**src/rtl/max7219_rx_if.sv**
```systemverilog
// Bundle between a MAX7219 serial driver / readback consumer and the receive-side model.
// The serial lines are asynchronous to clk. Everything else is in the clk domain.
interface max7219_rx_if #(
  parameter int DEVICES = 2
);
  logic                   spi_clk;
  logic                   spi_din;
  logic                   spi_load;
  logic [2:0]             rd_dev;
  logic [2:0]             rd_digit;
  logic [7:0]             rd_data;
  logic [8*DEVICES-1:0]   decode_mode;
  logic [4*DEVICES-1:0]   intensity;
  logic [3*DEVICES-1:0]   scan_limit;
  logic [DEVICES-1:0]     shutdown_n;
  logic [DEVICES-1:0]     display_test;
  logic                   frame_strobe;
  logic                   frame_err;

  modport master (
    output spi_clk, spi_din, spi_load, rd_dev, rd_digit,
    input  rd_data, decode_mode, intensity, scan_limit, shutdown_n, display_test,
           frame_strobe, frame_err
  );

  modport slave (
    input  spi_clk, spi_din, spi_load, rd_dev, rd_digit,
    output rd_data, decode_mode, intensity, scan_limit, shutdown_n, display_test,
           frame_strobe, frame_err
  );
endinterface

```
**src/rtl/max7219_rx.sv**
```systemverilog
// Receive-side MAX7219 daisy-chain model. It decodes the serial clk/data/load stream
// and keeps a register file per device for loopback checking and readback.
module max7219_rx #(
  parameter int DEVICES = 2
) (
  input logic         clk,
  input logic         reset_n,
  max7219_rx_if.slave bus
);
  localparam int W   = 16 * DEVICES;
  localparam int BCW = $clog2(W + 2);

  logic [2:0]           sclk_q, sclk_d;
  logic [1:0]           din_q, din_d;
  logic [2:0]           load_q, load_d;
  logic [W-1:0]         sr_q, sr_d;
  logic [BCW-1:0]       bc_q, bc_d;
  logic [64*DEVICES-1:0] digit_q, digit_d;
  logic [8*DEVICES-1:0] decode_q, decode_d;
  logic [4*DEVICES-1:0] inten_q, inten_d;
  logic [3*DEVICES-1:0] scan_q, scan_d;
  logic [DEVICES-1:0]   shut_q, shut_d;
  logic [DEVICES-1:0]   dtest_q, dtest_d;
  logic [7:0]           rd_data_q, rd_data_d;
  logic                 strobe_q, strobe_d;
  logic                 err_q, err_d;

  logic       clk_rise, load_rise, shift_en, commit_ok;
  logic [3:0] addr;
  logic [7:0] data;

  assign clk_rise  = sclk_q[1] & ~sclk_q[2];
  assign load_rise = load_q[1] & ~load_q[2];
  // A clk rise that lands in the same cycle as the load rise still shifts its bit in.
  assign shift_en  = clk_rise & (~load_q[1] | load_rise);

  always_comb begin
    sclk_d    = {sclk_q[1:0], bus.spi_clk};
    din_d     = {din_q[0], bus.spi_din};
    load_d    = {load_q[1:0], bus.spi_load};
    sr_d      = sr_q;
    bc_d      = bc_q;
    digit_d   = digit_q;
    decode_d  = decode_q;
    inten_d   = inten_q;
    scan_d    = scan_q;
    shut_d    = shut_q;
    dtest_d   = dtest_q;
    rd_data_d = 8'h00;
    addr      = 4'h0;
    data      = 8'h00;

    if (shift_en) begin
      sr_d    = sr_q << 1;
      sr_d[0] = din_q[1];
      if (bc_q != BCW'(W + 1)) bc_d = bc_q + BCW'(1);
    end

    commit_ok = load_rise && (bc_d == BCW'(W));
    strobe_d  = commit_ok;
    err_d     = load_rise && !commit_ok;
    if (load_rise) bc_d = '0;

    if (commit_ok) begin
      for (int d = 0; d < DEVICES; d++) begin
        addr = sr_d[16*d+8 +: 4];
        data = sr_d[16*d +: 8];
        case (addr)
          4'h1, 4'h2, 4'h3, 4'h4,
          4'h5, 4'h6, 4'h7, 4'h8: digit_d[(d*64 + (int'(addr) - 1)*8) +: 8] = data;
          4'h9:    decode_d[8*d +: 8] = data;
          4'hA:    inten_d[4*d +: 4]  = data[3:0];
          4'hB:    scan_d[3*d +: 3]   = data[2:0];
          4'hC:    shut_d[d]          = data[0];
          4'hF:    dtest_d[d]         = data[0];
          default: ;
        endcase
      end
    end

    // Out-of-range device indices fall through to the 8'h00 default.
    for (int d = 0; d < DEVICES; d++) begin
      if (bus.rd_dev == 3'(d)) rd_data_d = digit_q[(d*64 + int'(bus.rd_digit)*8) +: 8];
    end
  end

  always_ff @(posedge clk or negedge reset_n) begin
    if (!reset_n) begin
      sclk_q    <= '0;
      din_q     <= '0;
      load_q    <= '1;
      sr_q      <= '0;
      bc_q      <= '0;
      digit_q   <= '0;
      decode_q  <= '0;
      inten_q   <= '0;
      scan_q    <= '0;
      shut_q    <= '0;
      dtest_q   <= '0;
      rd_data_q <= '0;
      strobe_q  <= 1'b0;
      err_q     <= 1'b0;
    end else begin
      sclk_q    <= sclk_d;
      din_q     <= din_d;
      load_q    <= load_d;
      sr_q      <= sr_d;
      bc_q      <= bc_d;
      digit_q   <= digit_d;
      decode_q  <= decode_d;
      inten_q   <= inten_d;
      scan_q    <= scan_d;
      shut_q    <= shut_d;
      dtest_q   <= dtest_d;
      rd_data_q <= rd_data_d;
      strobe_q  <= strobe_d;
      err_q     <= err_d;
    end
  end

  assign bus.rd_data      = rd_data_q;
  assign bus.decode_mode  = decode_q;
  assign bus.intensity    = inten_q;
  assign bus.scan_limit   = scan_q;
  assign bus.shutdown_n   = shut_q;
  assign bus.display_test = dtest_q;
  assign bus.frame_strobe = strobe_q;
  assign bus.frame_err    = err_q;
endmodule

```
**src/flat_wrapper.sv**
```systemverilog
// flat-port wrapper written by rule: the top's interface ports become plain ports
module max7219_rx_flat 
#(
  parameter int DEVICES = 2
)
  (clk, reset_n, bus_spi_clk, bus_spi_din, bus_spi_load, bus_rd_dev, bus_rd_digit, bus_rd_data, bus_decode_mode, bus_intensity, bus_scan_limit, bus_shutdown_n, bus_display_test, bus_frame_strobe, bus_frame_err);
  max7219_rx_if #(.DEVICES(DEVICES)) bus_i ();
  input logic clk;
  input logic reset_n;
  input wire logic [$bits(bus_i.spi_clk)-1:0] bus_spi_clk;
  input wire logic [$bits(bus_i.spi_din)-1:0] bus_spi_din;
  input wire logic [$bits(bus_i.spi_load)-1:0] bus_spi_load;
  input wire logic [$bits(bus_i.rd_dev)-1:0] bus_rd_dev;
  input wire logic [$bits(bus_i.rd_digit)-1:0] bus_rd_digit;
  output wire logic [$bits(bus_i.rd_data)-1:0] bus_rd_data;
  output wire logic [$bits(bus_i.decode_mode)-1:0] bus_decode_mode;
  output wire logic [$bits(bus_i.intensity)-1:0] bus_intensity;
  output wire logic [$bits(bus_i.scan_limit)-1:0] bus_scan_limit;
  output wire logic [$bits(bus_i.shutdown_n)-1:0] bus_shutdown_n;
  output wire logic [$bits(bus_i.display_test)-1:0] bus_display_test;
  output wire logic [$bits(bus_i.frame_strobe)-1:0] bus_frame_strobe;
  output wire logic [$bits(bus_i.frame_err)-1:0] bus_frame_err;
  assign bus_i.spi_clk = bus_spi_clk;
  assign bus_i.spi_din = bus_spi_din;
  assign bus_i.spi_load = bus_spi_load;
  assign bus_i.rd_dev = bus_rd_dev;
  assign bus_i.rd_digit = bus_rd_digit;
  assign bus_rd_data = bus_i.rd_data;
  assign bus_decode_mode = bus_i.decode_mode;
  assign bus_intensity = bus_i.intensity;
  assign bus_scan_limit = bus_i.scan_limit;
  assign bus_shutdown_n = bus_i.shutdown_n;
  assign bus_display_test = bus_i.display_test;
  assign bus_frame_strobe = bus_i.frame_strobe;
  assign bus_frame_err = bus_i.frame_err;
  max7219_rx #(.DEVICES(DEVICES)) u_core (.clk(clk), .reset_n(reset_n), .bus(bus_i));
endmodule
```
**config.mk**
```make
export PLATFORM = sky130hd
export DESIGN_NAME = max7219_rx_flat
export DESIGN_NICKNAME = d
export VERILOG_FILES = /design/src/rtl/max7219_rx_if.sv /design/src/rtl/max7219_rx.sv /design/src/flat_wrapper.sv
export SDC_FILE = /design/constraint.sdc
export NUM_CORES = 1
export LEC_CHECK = 0
export CORE_UTILIZATION = 31
export DETAILED_ROUTE_END_ITERATION = 8
export MAX_ROUTING_LAYER = met4
export SLEW_MARGIN = 5
export SYNTH_ARGS = -nofsm -noshare
export SYNTH_HDL_FRONTEND = slang
export SYNTH_SLANG_ARGS = --single-unit
```
**constraint.sdc**
```tcl
create_clock -name clk -period 6.75 [get_ports clk]
set_input_delay 1.0125 -clock clk [delete_from_list [all_inputs] [get_ports clk]]
set_output_delay 1.0125 -clock clk [all_outputs]
set_load 0.01 [all_outputs]
```
Word-level counts from Yosys, hierarchy flattened --
Index checks and enable logic that the tools add are counted.
Operators by class: bitwise operators 7, multiplexer cells 11, reduce and logical (&&, ||, !) cells 16, equal/unequal tests 29, shifts and indexed selects 6, $add $sub $neg 7
Operator list (number):
- $mux W128 | 3
- $bwmux W128 | 2
- $shift A8 B33 Y128 const A | 2
- $shiftx A8 B33 Y128 | 2
- $shiftx A128 B32 Y8 | 1
- $shiftx A128 B7 Y8 | 1
- $neg A32 Y33 | 2
- $eq A4 B4 Y1 const B | 12
- $add A8 B32 Y32 const A | 1
- $eq A4 B3 Y1 const B | 8
- $mux W28 | 1
- $reduce_and A2 Y1 | 10
- $mux W6 | 3
- $eq A4 B2 Y1 const B | 4
- $mux W8 | 2
- $reduce_or A8 Y1 | 2
- $sub A4 B1 Y5 const B | 2
- $add A7 B6 Y8 const A | 1
- $eq A4 B1 Y1 const B | 2
- $add A6 B1 Y6 const B | 1
- $eq A6 B6 Y1 const B | 1
- $ne A6 B6 Y1 const B | 1
- $and A1 B1 Y1 | 3
- $eq A3 B1 Y1 const B | 1
- other kinds (5) | 8
Word-level totals: flip-flop bits (word level) 214, input bits 11, output and inout bits 44

Logic depth before layout (Yosys ltp) --
Gate-level depths: netlist (run 1).
word-level depth 13, mapped depth 26, depth with buffers taken out 19

Worst setup path after synthesis (run 1) --
No wires, ideal clock.
kind register -> register, from reg u_core.load_q[1], to reg u_core.digit_q[0], period minus slack after synthesis 5.406 ns, path slack 1.344 ns, setup time 0.121 ns, cell stages (with the launch flop) 25, arrival 5.285 ns, buffers on the path 5, cells stage by stage dfstp_2 -> nand2_1 -> nand2_1 -> buf_2 -> buf_1 -> clkbuf_1 -> nand2_1 -> and2_1 -> ha_1 -> buf_2 -> and2_1 -> o2111a_1 -> o21a_1 -> nand2b_1 -> inv_1 -> ha_1 -> or4_1 -> nor2_1 -> o21ai_0 -> or3_1 -> or4_1 -> buf_2 -> nor2_1 -> mux2i_1 -> o22a_1
Between the ends: word-level cells in the longest chain between the ends 12, elaborated cells between the ends (all ways) 40, those cells by class add/sub (5); eq/ne (17); shift (4); mux (7); bitwise (4); reduce/logical (3)
Ends and longest elaborated chain:
- start: declaration | RTL line max7219_rx.sv:15 | logic [2:0] load_q, load_d;
- start signal: assignment | RTL line max7219_rx.sv:106 | load_q <= load_d;
- parallel branches: the longest is 12 deep, another holds $neg A32 Y33
- end signal: assignment | RTL line max7219_rx.sv:109 | digit_q <= digit_d;
- end: declaration | RTL line max7219_rx.sv:18 | logic [64*DEVICES-1:0] digit_q, digit_d;
Several ways; the timed one is not identified. The select of a mux whose other input is x is not followed. A chain may end at the register's enable or synchronous reset.

Final worst setup path (run 1) --
from reg u_core.sclk_q[1], to reg u_core.digit_q[5]
Between the ends: word-level cells in the longest chain between the ends 11, elaborated cells between the ends (all ways) 38, those cells by class add/sub (5); eq/ne (17); shift (4); mux (7); bitwise (2); reduce/logical (3)
Ends and longest elaborated chain:
- start: declaration | RTL line max7219_rx.sv:13 | logic [2:0] sclk_q, sclk_d;
- start signal: assignment | RTL line max7219_rx.sv:104 | sclk_q <= sclk_d;
- $and A1 B1 Y1 (*) | RTL line max7219_rx.sv:32 | assign clk_rise = sclk_q[1] & ~sclk_q[2];
- $and A1 B1 Y1 (*) | RTL line max7219_rx.sv:35 | assign shift_en = clk_rise & (~load_q[1] | load_rise);
- $mux W28 (*) | RTL line max7219_rx.sv:53 | if (shift_en) begin
- net u_core.sr_d[8] | RTL line max7219_rx.sv:16 | logic [W-1:0] sr_q, sr_d;
- $sub A4 B1 Y5 | RTL line max7219_rx.sv:70 | 4'h5, 4'h6, 4'h7, 4'h8: digit_d[(d*64 + (int'(addr) - 1)*8) +: 8] = data;
- $neg A32 Y33 | RTL line max7219_rx.sv:70
- $shiftx A8 B33 Y128 / $shift A8 B33 Y128 (equally long branches) | RTL line max7219_rx.sv:70
- $bwmux W128 | RTL line max7219_rx.sv:70
- $mux W128 (*) | RTL line max7219_rx.sv:68 | case (addr)
- $mux W128 (*) | RTL line max7219_rx.sv:64 | if (commit_ok) begin
- $bwmux W128 | RTL line max7219_rx.sv:70
- $mux W128 (*) | RTL line max7219_rx.sv:68
The timed path passes the listed nets; every way through them passes the cells marked *. The select of a mux whose other input is x is not followed.

==> impl_metrics.json, run 1 <==
{
  "status": "completed",
  "drc": 0,
  "synth_edf_count": 0,
  "rows": 73,
  "die_area_um2": 41390,
  "max_slew_margin_pct": 12.53,
  "rsz0062_at_grt": "no",
  "criticalPathCategory": "reg2reg",
  "swShare_pct": 36.85,
  "routabilityCongestion": 0.9957,
  "syn-instance-count": 1276,
  "worstPathArrival_ns": 6.05,
  "yosys_warnings": 0,
  "p_seq_share_pct": 33.9,
  "post_cts_resized": 0,
  "utilization_pct": 36.60,
  "synth.most_common_cell": "dfrtp_1",
  "grt_usage_pct": 23.97,
  "ir_worst_vdd_mv": 0.1756,
  "ys_ff_latch": 214,
  "endpoint_kind": "register",
  "yosysSeqAreaShare_pct": 42.60,
  "cts_num_sinks": 214,
  "drv_slew": 0,
  "comb_power_share_pct": 27.9,
  "synth_common_cells": "dfrtp_1, nand2_1, nor2_1",
  "tns_ns": 0,
  "ant_nets": 0,
  "grt_max_degree": 171,
  "syn_area_um2": 12580,
  "drive_above_1_share_pct": 13.96,
  "cts_made_buffers": 27,
  "cts_htree_levels": 1,
  "required_ns": 7.24,
  "dp_hpwl_um": 34380,
  "first_global_vias": 10810,
  "synthDominantCellAreaShare_pct": 41.97,
  "synth_area_leaders": "dfrtp_1, mux4_2, nand2_1, mux2i_1, nor2_1",
  "powerDensity_nw_per_um2": 275.9,
  "fmax_mhz": 179.6,
  "grt_pass1_wl_um": 71950,
  "wl_um": 48050,
  "die_w_um": 203.5,
  "ioPinCount": 55,
  "setup_slack_ns": 1.183,
  "p_leak_uw": 0.006143,
  "detailedPlace.worstSlack_ns": 1.310,
  "routedWlPerCell_um": 25.88,
  "drt_iter0_drc": 1369,
  "cap_violations": 0,
  "async_reset_ff_share_pct": 100.0,
  "syn_to_final_growth_pct": 16.13,
  "synth.largest_area_cell": "dfrtp_1",
  "cp_max_fo": 21,
  "cts_buffer_depth": 3,
  "core_um2": 39910,
  "antenna_found_initial": 0,
  "drt-pass1-iter-count": 6,
  "die_h_um": 203.5,
  "final-hold-violation-count": 0,
  "synth_nets": 1310,
  "skew_ns": 0.01340,
  "dr_total_vias": 11310,
  "gr-total-overflow": 0,
  "period_needed_ns": 5.567,
  "post-route-period-util_pct": 82.48,
  "start_util_pct": 31.52,
  "cts_setup_buffers": 0,
  "synthFlopType": "dfrtp_1",
  "cts_tree": "done",
  "synth_area_per_cell_um2": 9.860,
  "synth_cell_types": 96,
  "portBuffers": 54,
  "vias_per_cell": 6.089,
  "clk_pin_slew_ns": 0.06,
  "insertedDiodeCount": 0,
  "setup_viol": 0,
  "cts_hold_buffers": 0,
  "p_clk_share_pct": 38.2,
  "hold_slack_ns": 0.3508,
  "fin_nets": 1351,
  "startpoint_type": "register",
  "tightest_slew_ns": 1.312,
  "power_switching_uw": 1486,
  "p_int_uw": 2546,
  "cts_root_buffer": "clkbuf_16",
  "insertion_delay_ns": 0.55,
  "hold_path.class": "reg2reg"
}
[registers in the layout, indices dropped and copies added, names as in the netlist]
register                 flops
u_core.digit_q             128
u_core.sr_q                 28
u_core.bus.decode_mode      16
u_core.bus.intensity         8
u_core.bus.rd_data           8
u_core.bc_q                  6
u_core.bus.scan_limit        6
u_core.load_q                3
u_core.sclk_q                3
u_core.bus.display_test      2
u_core.bus.shutdown_n        2
u_core.din_q                 2
u_core.bus.frame_err         1
u_core.bus.frame_strobe      1
[cell usage in the layout (no fill, tap or decap), drive strengths merged, types with 25 or more instances in the layout]
master	Yosys	final
mux2i	41	41
clkbuf	32	33
clkdlybuf4s50	0	52
o22ai	25	25
o21ai	51	51
nor2	103	103
nand2	156	156
a21oi	58	58
mux4	32	32
dfrtp	211	211
inv	45	47
nand3	39	39
nor3	39	39
buf	45	37
[routing by layer]
metal	part of all wire (%)	global-route usage [%]	up-vias
li1	-	-	4896
met1	42	32.84	5626
met2	43	34.71	660
met3	11	5.034	126
met4	4.1	8.781	0
met5	0	-	-
[worst max-delay path, stage by stage, from the launching register on]
cell and delay, ns:
dfrtp_1 0.36, nor2b_1 0.14, buf_4 0.25, nand2_1 0.17
a21o_1 0.24, inv_1 0.09, ha_1 0.40, buf_4 0.25
and3_1 0.16, a2bb2oi_1 0.29, o21a_1 0.26, nand2b_1 0.11
inv_1 0.07, ha_1 0.21, buf_4 0.20, or4_1 0.52
nor2_1 0.16, o21ai_0 0.09, or3_1 0.34, or4_1 0.64
a21oi_4 0.36, o22a_1 0.18
[kinds of logic after synthesis]
family,count (synthesis),synth area share [%]
AND/OR/NAND/NOR,470,19.03
AO/OA/AOI/OAI,336,19.77
flip-flops,214,42.60
buffers and inverters,125,4.336
multiplexers,96,11.08
adder cells (fa/ha/maj),24,2.427
XOR/XNOR,11,0.7658
[stage by stage]
step | power, uW | std cells | cell area [um^2]
finish | 4032 | 1857 | 14610
global route | 4152 | 1857 | 14610
CTS | 4002 | 1857 | 14610
detailed placement | 2464 | 1813 | 13690
global placement | 2471 | 1813 | 13690
floorplan | 2023 | 1276 | 12580
[worst paths after layout]
kind	from	end	slack [ns]	depth (start not counted)
min in group asynchronous	reset_n	u_core.sr_q[12]$_DFFE_PN0N_	0.36	1
worst min register to register	u_core.din_q[0]$_DFF_PN0_	u_core.din_q[1]$_DFF_PN0_	0.35	0
worst max-delay path	u_core.sclk_q[1]$_DFF_PN0_	u_core.digit_q[5]$_DFFE_PN0P_	1.18	21
worst max register to register	u_core.sclk_q[1]$_DFF_PN0_	u_core.digit_q[5]$_DFFE_PN0P_	1.18	21
max in group asynchronous	reset_n	u_core.digit_q[88]$_DFFE_PN0P_	5.07	2
worst min-delay path	u_core.din_q[0]$_DFF_PN0_	u_core.din_q[1]$_DFF_PN0_	0.35	0
[cell type report]
cell class / instances / area, um^2
clock buffers: 33 / 718.2
repair buffers: 89 / 815.8
multi-input cells: 937 / 6683
well taps: 525 / 656.9
flip-flops and latches: 214 / 5359
clock inverters: 11 / 197.7
fillers: 3958 / 25300
inverters: 48 / 180.2
[power groups by stage]
stage | combinational [uW] | sequential (uW) | clock, uW
finish | 1130 | 1370 | 1540
global placement | 1080 | 1390 | 0
global route | 1170 | 1370 | 1610
floorplan | 666 | 1360 | 0
CTS | 1080 | 1360 | 1560
detailed placement | 1080 | 1390 | 0
No activity file was read; power rests on OpenSTA's default activity.
==> inputs of run 2 (changes only) <==
==> constraint.sdc (replaced) <==
create_clock -name clk -period 4.9 [get_ports clk]
set_input_delay 0.735 -clock clk [delete_from_list [all_inputs] [get_ports clk]]
set_output_delay 0.735 -clock clk [all_outputs]
set_load 0.01 [all_outputs]
==> impl_metrics.json, run 2 (same netlist as run 1, synthesis figures left out) <==
{
  "tightest_slew_ns": 1.223,
  "final_common_cell": "dfrtp_1",
  "required_ns": 5.31,
  "period_needed_ns": 4.698,
  "ioPinCount": 55,
  "clk_pin_slew_ns": 0.07,
  "skew_ns": 0.02408,
  "dp_hpwl_um": 35640,
  "detailedPlace.worstSlack_ns": -0.06903,
  "critPathBufInv": 3,
  "ir_worst_vdd_mv": 0.2814,
  "drt_iter0_drc": 1364,
  "fin_area_um2": 14780,
  "core_um2": 39910,
  "worstPathArrival_ns": 5.11,
  "rows": 73,
  "crit_start": "u_core.load_q[1]$_DFF_PN1_",
  "setup_slack_ns": 0.2023,
  "insertedDiodeCount": 0,
  "status": "completed",
  "layout_common_cells": "dfrtp_1, nand2_1, nor2_1",
  "cts_htree_levels": 1,
  "grt_pass1_wl_um": 74440,
  "hold_path.class": "in2async",
  "drt-pass1-iter-count": 6,
  "start_util_pct": 31.52,
  "die_h_um": 203.5,
  "portBuffers": 54,
  "post-route-period-util_pct": 95.87,
  "die_area_um2": 41390,
  "fmax_mhz": 212.9,
  "cts_root_buffer": "clkbuf_16",
  "drive_above_1_share_pct": 16.68,
  "grt_max_degree": 86,
  "endpoint_kind": "register",
  "vias_per_cell": 6.087,
  "critPathTopFamily": "simple AND/OR/NAND/NOR gates",
  "cts_num_sinks": 214,
  "wl_um": 49870,
  "p_leak_uw": 0.006277,
  "slowest_stage": "or4b_1",
  "cts_made_buffers": 25,
  "top_register": "u_core.digit_q",
  "fin_nets": 1385,
  "startpoint_type": "register",
  "cp_common_cell": "nand2_1",
  "antenna_found_initial": 0,
  "final-hold-violation-count": 0,
  "first_global_vias": 11380,
  "max_slew_margin_pct": 18.20,
  "dr_total_vias": 11520,
  "max_stage_delay_ns": 0.79,
  "gr-total-overflow": 0,
  "fillers": 4008,
  "placed_cell_area_um2": 13950,
  "cap_violations": 0,
  "powerDensity_nw_per_um2": 367.0,
  "routabilityCongestion": 0.9929,
  "setup_viol": 0,
  "r2r-start": "u_core.load_q[1]$_DFF_PN1_",
  "insertion_delay_ns": 0.56,
  "cts_hold_buffers": 0,
  "drc": 0,
  "syn_to_final_growth_pct": 17.44,
  "grt_usage_pct": 24.90,
  "criticalPathCategory": "reg2reg",
  "die_w_um": 203.5,
  "crit_chain": "nand2_2 > nand2_1 > buf_4 > nand2_1 > nand2_1 > inv_1 > ha_1 > buf_4 > nand3_1 > o31ai_1 > and2_1 > fa_1 > nand2_1 > or4b_1 > and2_0 > a32oi_1 > o22ai_1",
  "cts_buffer_depth": 3,
  "drv_slew": 0,
  "cts_tree": "done",
  "largest_reg_flops": 128,
  "ant_nets": 0,
  "cp_max_fo": 10,
  "routedWlPerCell_um": 26.36
}
==> run 2: changes by cell type in the layout (fill, tap and decap cells not counted), moves of 2 or more <==
cell and change:
clkbuf_16 -2, clkinv_2 +2, clkinv_4 +2, bufinv_16 -4
and2_1 -2, clkbuf_8 +2, buf_4 +36
==> run 2: final cells by class <==
class	count	area [um^2]	area share [%]
clock buffers	34	699.4	4.734
clock inverters	9	86.33	0.5843
inverters	48	180.2	1.219
multi-input cells	937	6716	45.46
flip-flops and latches	214	5359	36.27
well taps	525	656.9	4.446
repair buffers	125	1077	7.291
==> run 2: routing by layer <==
metal  wire [um]  track usage, %  vias up  part of all wire, %
met5           0               -        -                    0
met4        2420           10.39        0                  4.9
met3        4926           6.120      148                  9.9
met2       21540           36.45      636                   43
met1       20980           32.73     5788                   42
li1            -               -     4945                    -
==> run 2: path summary, 6_finish.rpt <==
check / end / slack (ns) / depth (start not counted)
worst max-delay path: u_core.digit_q[37]$_DFFE_PN0P_ / 0.20 / 17
worst min-delay path: u_core.bc_q[2]$_DFF_PN0_ / 0.18 / 1
worst max register to register: u_core.digit_q[37]$_DFFE_PN0P_ / 0.20 / 17
worst min register to register: u_core.din_q[1]$_DFF_PN0_ / 0.35 / 0
max in group asynchronous: u_core.digit_q[61]$_DFFE_PN0P_ / 3.52 / 2
min in group clk: u_core.din_q[1]$_DFF_PN0_ / 0.35 / 0
==> run 2: stage by stage <==
| step | utilization [%] | instances | power [uW] | setup TNS (ns) | hold WS (ns) |
|---|---|---|---|---|---|
| finish | 37.02 | 1892 | 5422 | 0 | 0.1774 |
| global route | 37.02 | 1892 | 5604 | -0.001684 | 0.2212 |
| detailed placement | 34.95 | 1848 | 3512 | -0.2528 | 0.3418 |
| floorplan | - | 1276 | 2794 | 0 | 0.3312 |
| CTS | 36.93 | 1891 | 5363 | 0 | 0.1996 |
| global placement | 34.95 | 1848 | 3522 | 0 | 0.3371 |
==> run 2: what timing repair did <==
item	4_1_cts	5_1_grt
gates resized for setup	1	8
pin swaps	0	1
setup endpoints to repair	8	27
hold endpoints to repair	0	0
setup buffers	0	1
==> run 2: report_power, final <==
part | internal, uW | leakage (uW) | switching [uW]
Combinational | 469 | 0.00294 | 1250
Sequential | 1810 | 0.00295 | 37.7
Clock | 1050 | 0.000382 | 800
Total | 3330 | 0.00628 | 2090
==> run 2: worst reg2reg max path, stage by stage (launching register included) <==
cell and delay [ns]:
dfstp_2 0.56, nand2_2 0.06, nand2_1 0.13, buf_4 0.24, nand2_1 0.12, nand2_1 0.20
inv_1 0.09, ha_1 0.25, buf_4 0.17, nand3_1 0.11, o31ai_1 0.09, and2_1 0.17
fa_1 0.57, nand2_1 0.35, or4b_1 0.79, and2_0 0.32, a32oi_1 0.24, o22ai_1 0.11
==> inputs of run 3 (changes only) <==
--- a/config.mk
+++ b/config.mk
@@ -5,10 +5,11 @@
 export SDC_FILE = /design/constraint.sdc
 export NUM_CORES = 1
 export LEC_CHECK = 0
+export ABC_AREA = 1
 export CORE_UTILIZATION = 31
 export DETAILED_ROUTE_END_ITERATION = 8
 export MAX_ROUTING_LAYER = met4
-export SLEW_MARGIN = 5
+export SLEW_MARGIN = 10
 export SYNTH_ARGS = -nofsm -noshare
 export SYNTH_HDL_FRONTEND = slang
 export SYNTH_SLANG_ARGS = --single-unit
==> impl_metrics.json, run 3 <==
{
  "status": "completed",
  "stdcell_count": 2697,
  "detailedPlace.worstSlack_ns": 0.6411,
  "synthDominantCellAreaShare_pct": 37.77,
  "startpoint_type": "register",
  "max_slew_margin_pct": 36.31,
  "routedWlPerCell_um": 20.06,
  "criticalPathCategory": "reg2reg",
  "ir_worst_vdd_mv": 0.2909,
  "worstPathArrival_ns": 4.88,
  "p_leak_uw": 0.007639,
  "routabilityCongestion": 1.043,
  "period_needed_ns": 4.400,
  "yosysSeqAreaShare_pct": 38.33,
  "tns_ns": 0,
  "cts_buffer_depth": 3,
  "die_h_um": 214.4,
  "yosys_warnings": 0,
  "synth_cell_types": 54,
  "tightest_slew_ns": 0.9454,
  "synth_area_leaders": "dfrtp_1, nand2_1, nor2_1, nand3_1, inv_1",
  "ys_ff_latch": 214,
  "rsz0062_at_grt": "no",
  "gr-total-overflow": 0,
  "final-hold-violation-count": 0,
  "dp_cells": 2645,
  "hold_slack_ns": 0.1694,
  "grt_max_degree": 94,
  "cts_htree_levels": 1,
  "cts_num_sinks": 214,
  "fillers": 4766,
  "synth_nets": 2082,
  "crit_start": "u_core.load_q[1]$_DFF_PN1_",
  "cp_max_fo": 31,
  "cap_violations": 0,
  "fmax_mhz": 227.3,
  "synthFlopType": "dfrtp_1",
  "cts_tree": "done",
  "drt-pass1-iter-count": 7,
  "post-route-period-util_pct": 89.79,
  "drc": 0,
  "ant_nets": 0,
  "synth_edf_count": 0,
  "setup_slack_ns": 0.5004,
  "hold_path.class": "in2async",
  "rrSetupSlack_ns": 0.50,
  "ioPinCount": 55,
  "cts_hold_buffers": 0,
  "rows": 77,
  "insertion_delay_ns": 0.58,
  "cts_root_buffer": "clkbuf_16",
  "post_cts_resized": 0,
  "synth_area_per_cell_um2": 6.827,
  "power_uw": 6519,
  "gr-usage-met3_pct": 4.652,
  "cts_made_buffers": 28,
  "syn_to_final_growth_pct": 15.37,
  "core_um2": 44320,
  "async_reset_ff_share_pct": 100.0,
  "endpoint_kind": "register",
  "antenna_found_initial": 1,
  "synth.largest_area_cell": "dfrtp_1",
  "syn_area_um2": 13980,
  "dp_hpwl_um": 38910,
  "top_register": "u_core.digit_q",
  "drive_above_1_share_pct": 8.131,
  "required_ns": 5.38,
  "clk_pin_slew_ns": 0.06,
  "syn-instance-count": 2048,
  "grt_pass1_wl_um": 83350,
  "die_w_um": 214.4,
  "powerDensity_nw_per_um2": 404.2,
  "die_area_um2": 45950,
  "r2r-start": "u_core.load_q[1]$_DFF_PN1_",
  "gr-max-usage-layer": "met2",
  "cts_setup_buffers": 0,
  "wl_um": 54090,
  "drv_slew": 0,
  "first_global_vias": 13670,
  "dr_total_vias": 14390,
  "synth.most_common_cell": "nand2_1",
  "setup_viol": 0,
  "skew_ns": 0.02597,
  "drt_iter0_drc": 1656,
  "largest_reg_flops": 128,
  "use_met1_pct": 31.80,
  "synth_common_cells": "nand2_1, nor2_1, dfrtp_1",
  "portBuffers": 54,
  "layout_common_cells": "nand2_1, nor2_1, dfrtp_1",
  "grt_usage_pct": 24.24,
  "vias_per_cell": 5.336,
  "start_util_pct": 31.55,
  "fin_nets": 2117,
  "met2_usage_pct": 35.31,
  "final_common_cell": "nand2_1"
}
[run 3: cell types whose count changed after synthesis, sizes merged, moves of 19 or more]
cell    before  now
o21ai       51  173
mux2i       41    0
clkbuf      32   51
inv         45  216
nor2       103  250
nand3       39  185
nand2      156  579
mux2        23    0
a221oi      21    0
a21oi       58  118
nand2b      19    0
mux4        32    0
[run 3: cell type report]
| cell class | count | area, um^2 | area share (%) |
|---|---|---|---|
| clock buffers | 36 | 762.0 | 4.724 |
| clock inverters | 14 | 167.7 | 1.039 |
| diodes | 2 | 5.005 | 0.03103 |
| inverters | 221 | 830.8 | 5.151 |
| well taps | 592 | 740.7 | 4.592 |
| flip-flops and latches | 214 | 5359 | 33.22 |
| repair buffers | 95 | 855.8 | 5.306 |
| multi-input cells | 1523 | 7408 | 45.93 |
[run 3: cells by family after synthesis]
group,after synthesis,share of synthesized area [%]
buf+inv,311,8.770
compound gates,382,15.77
simple gates,1108,34.20
flops,214,38.33
fa+ha+maj,23,2.112
xor+xnor,10,0.8145
[run 3: routing by layer]
metal	share of wire (%)	vias up
met3	9.1	168
met5	0	-
met2	43	721
met1	42	6735
li1	-	6767
met4	5.7	0
[run 3: stage by stage]
stage          util, %  instance area, um^2
2_1_floorplan        -                13980
3_3_place_gp     34.29                15190
3_5_place_dp     34.29                15190
4_1_cts          36.38                16120
5_1_grt          36.39                16130
6_report         36.39                16130
[run 3: critical path, stage by stage, from the launching register on]
cell      delay [ns]
dfstp_2         0.55
nand2_2         0.12
nand3_4         0.11
buf_4           0.31
nand2_1         0.11
o21ai_2         0.17
inv_2           0.11
ha_1            0.23
nand2_1         0.11
nand2_2         0.09
nand2_2         0.11
nor2_1          0.08
fa_1            0.59
clkinv_1        0.09
buf_4           0.21
nor3_2          0.42
nand2_1         0.42
o21ai_0         0.27
inv_1           0.06
a21boi_1        0.16
[run 3: report_power, final]
group	leakage [uW]	internal (uW)	switching, uW	total (uW)
combinational	0.00426	549	1990	2540
clock	0.000447	1260	856	2110
sequential	0.00293	1830	37.9	1870
total	0.00764	3640	2880	6520
[run 3: path summary, 6_finish.rpt]
path	end	cells after the start
min in group clk	u_core.din_q[1]$_DFF_PN0_	0
min	u_core.bc_q[4]$_DFF_PN0_	1
max in group asynchronous	u_core.digit_q[20]$_DFFE_PN0P_	2
max reg2reg	u_core.digit_q[56]$_DFFE_PN0P_	19
min reg2reg	u_core.din_q[1]$_DFF_PN0_	0
max	u_core.digit_q[56]$_DFFE_PN0P_	19
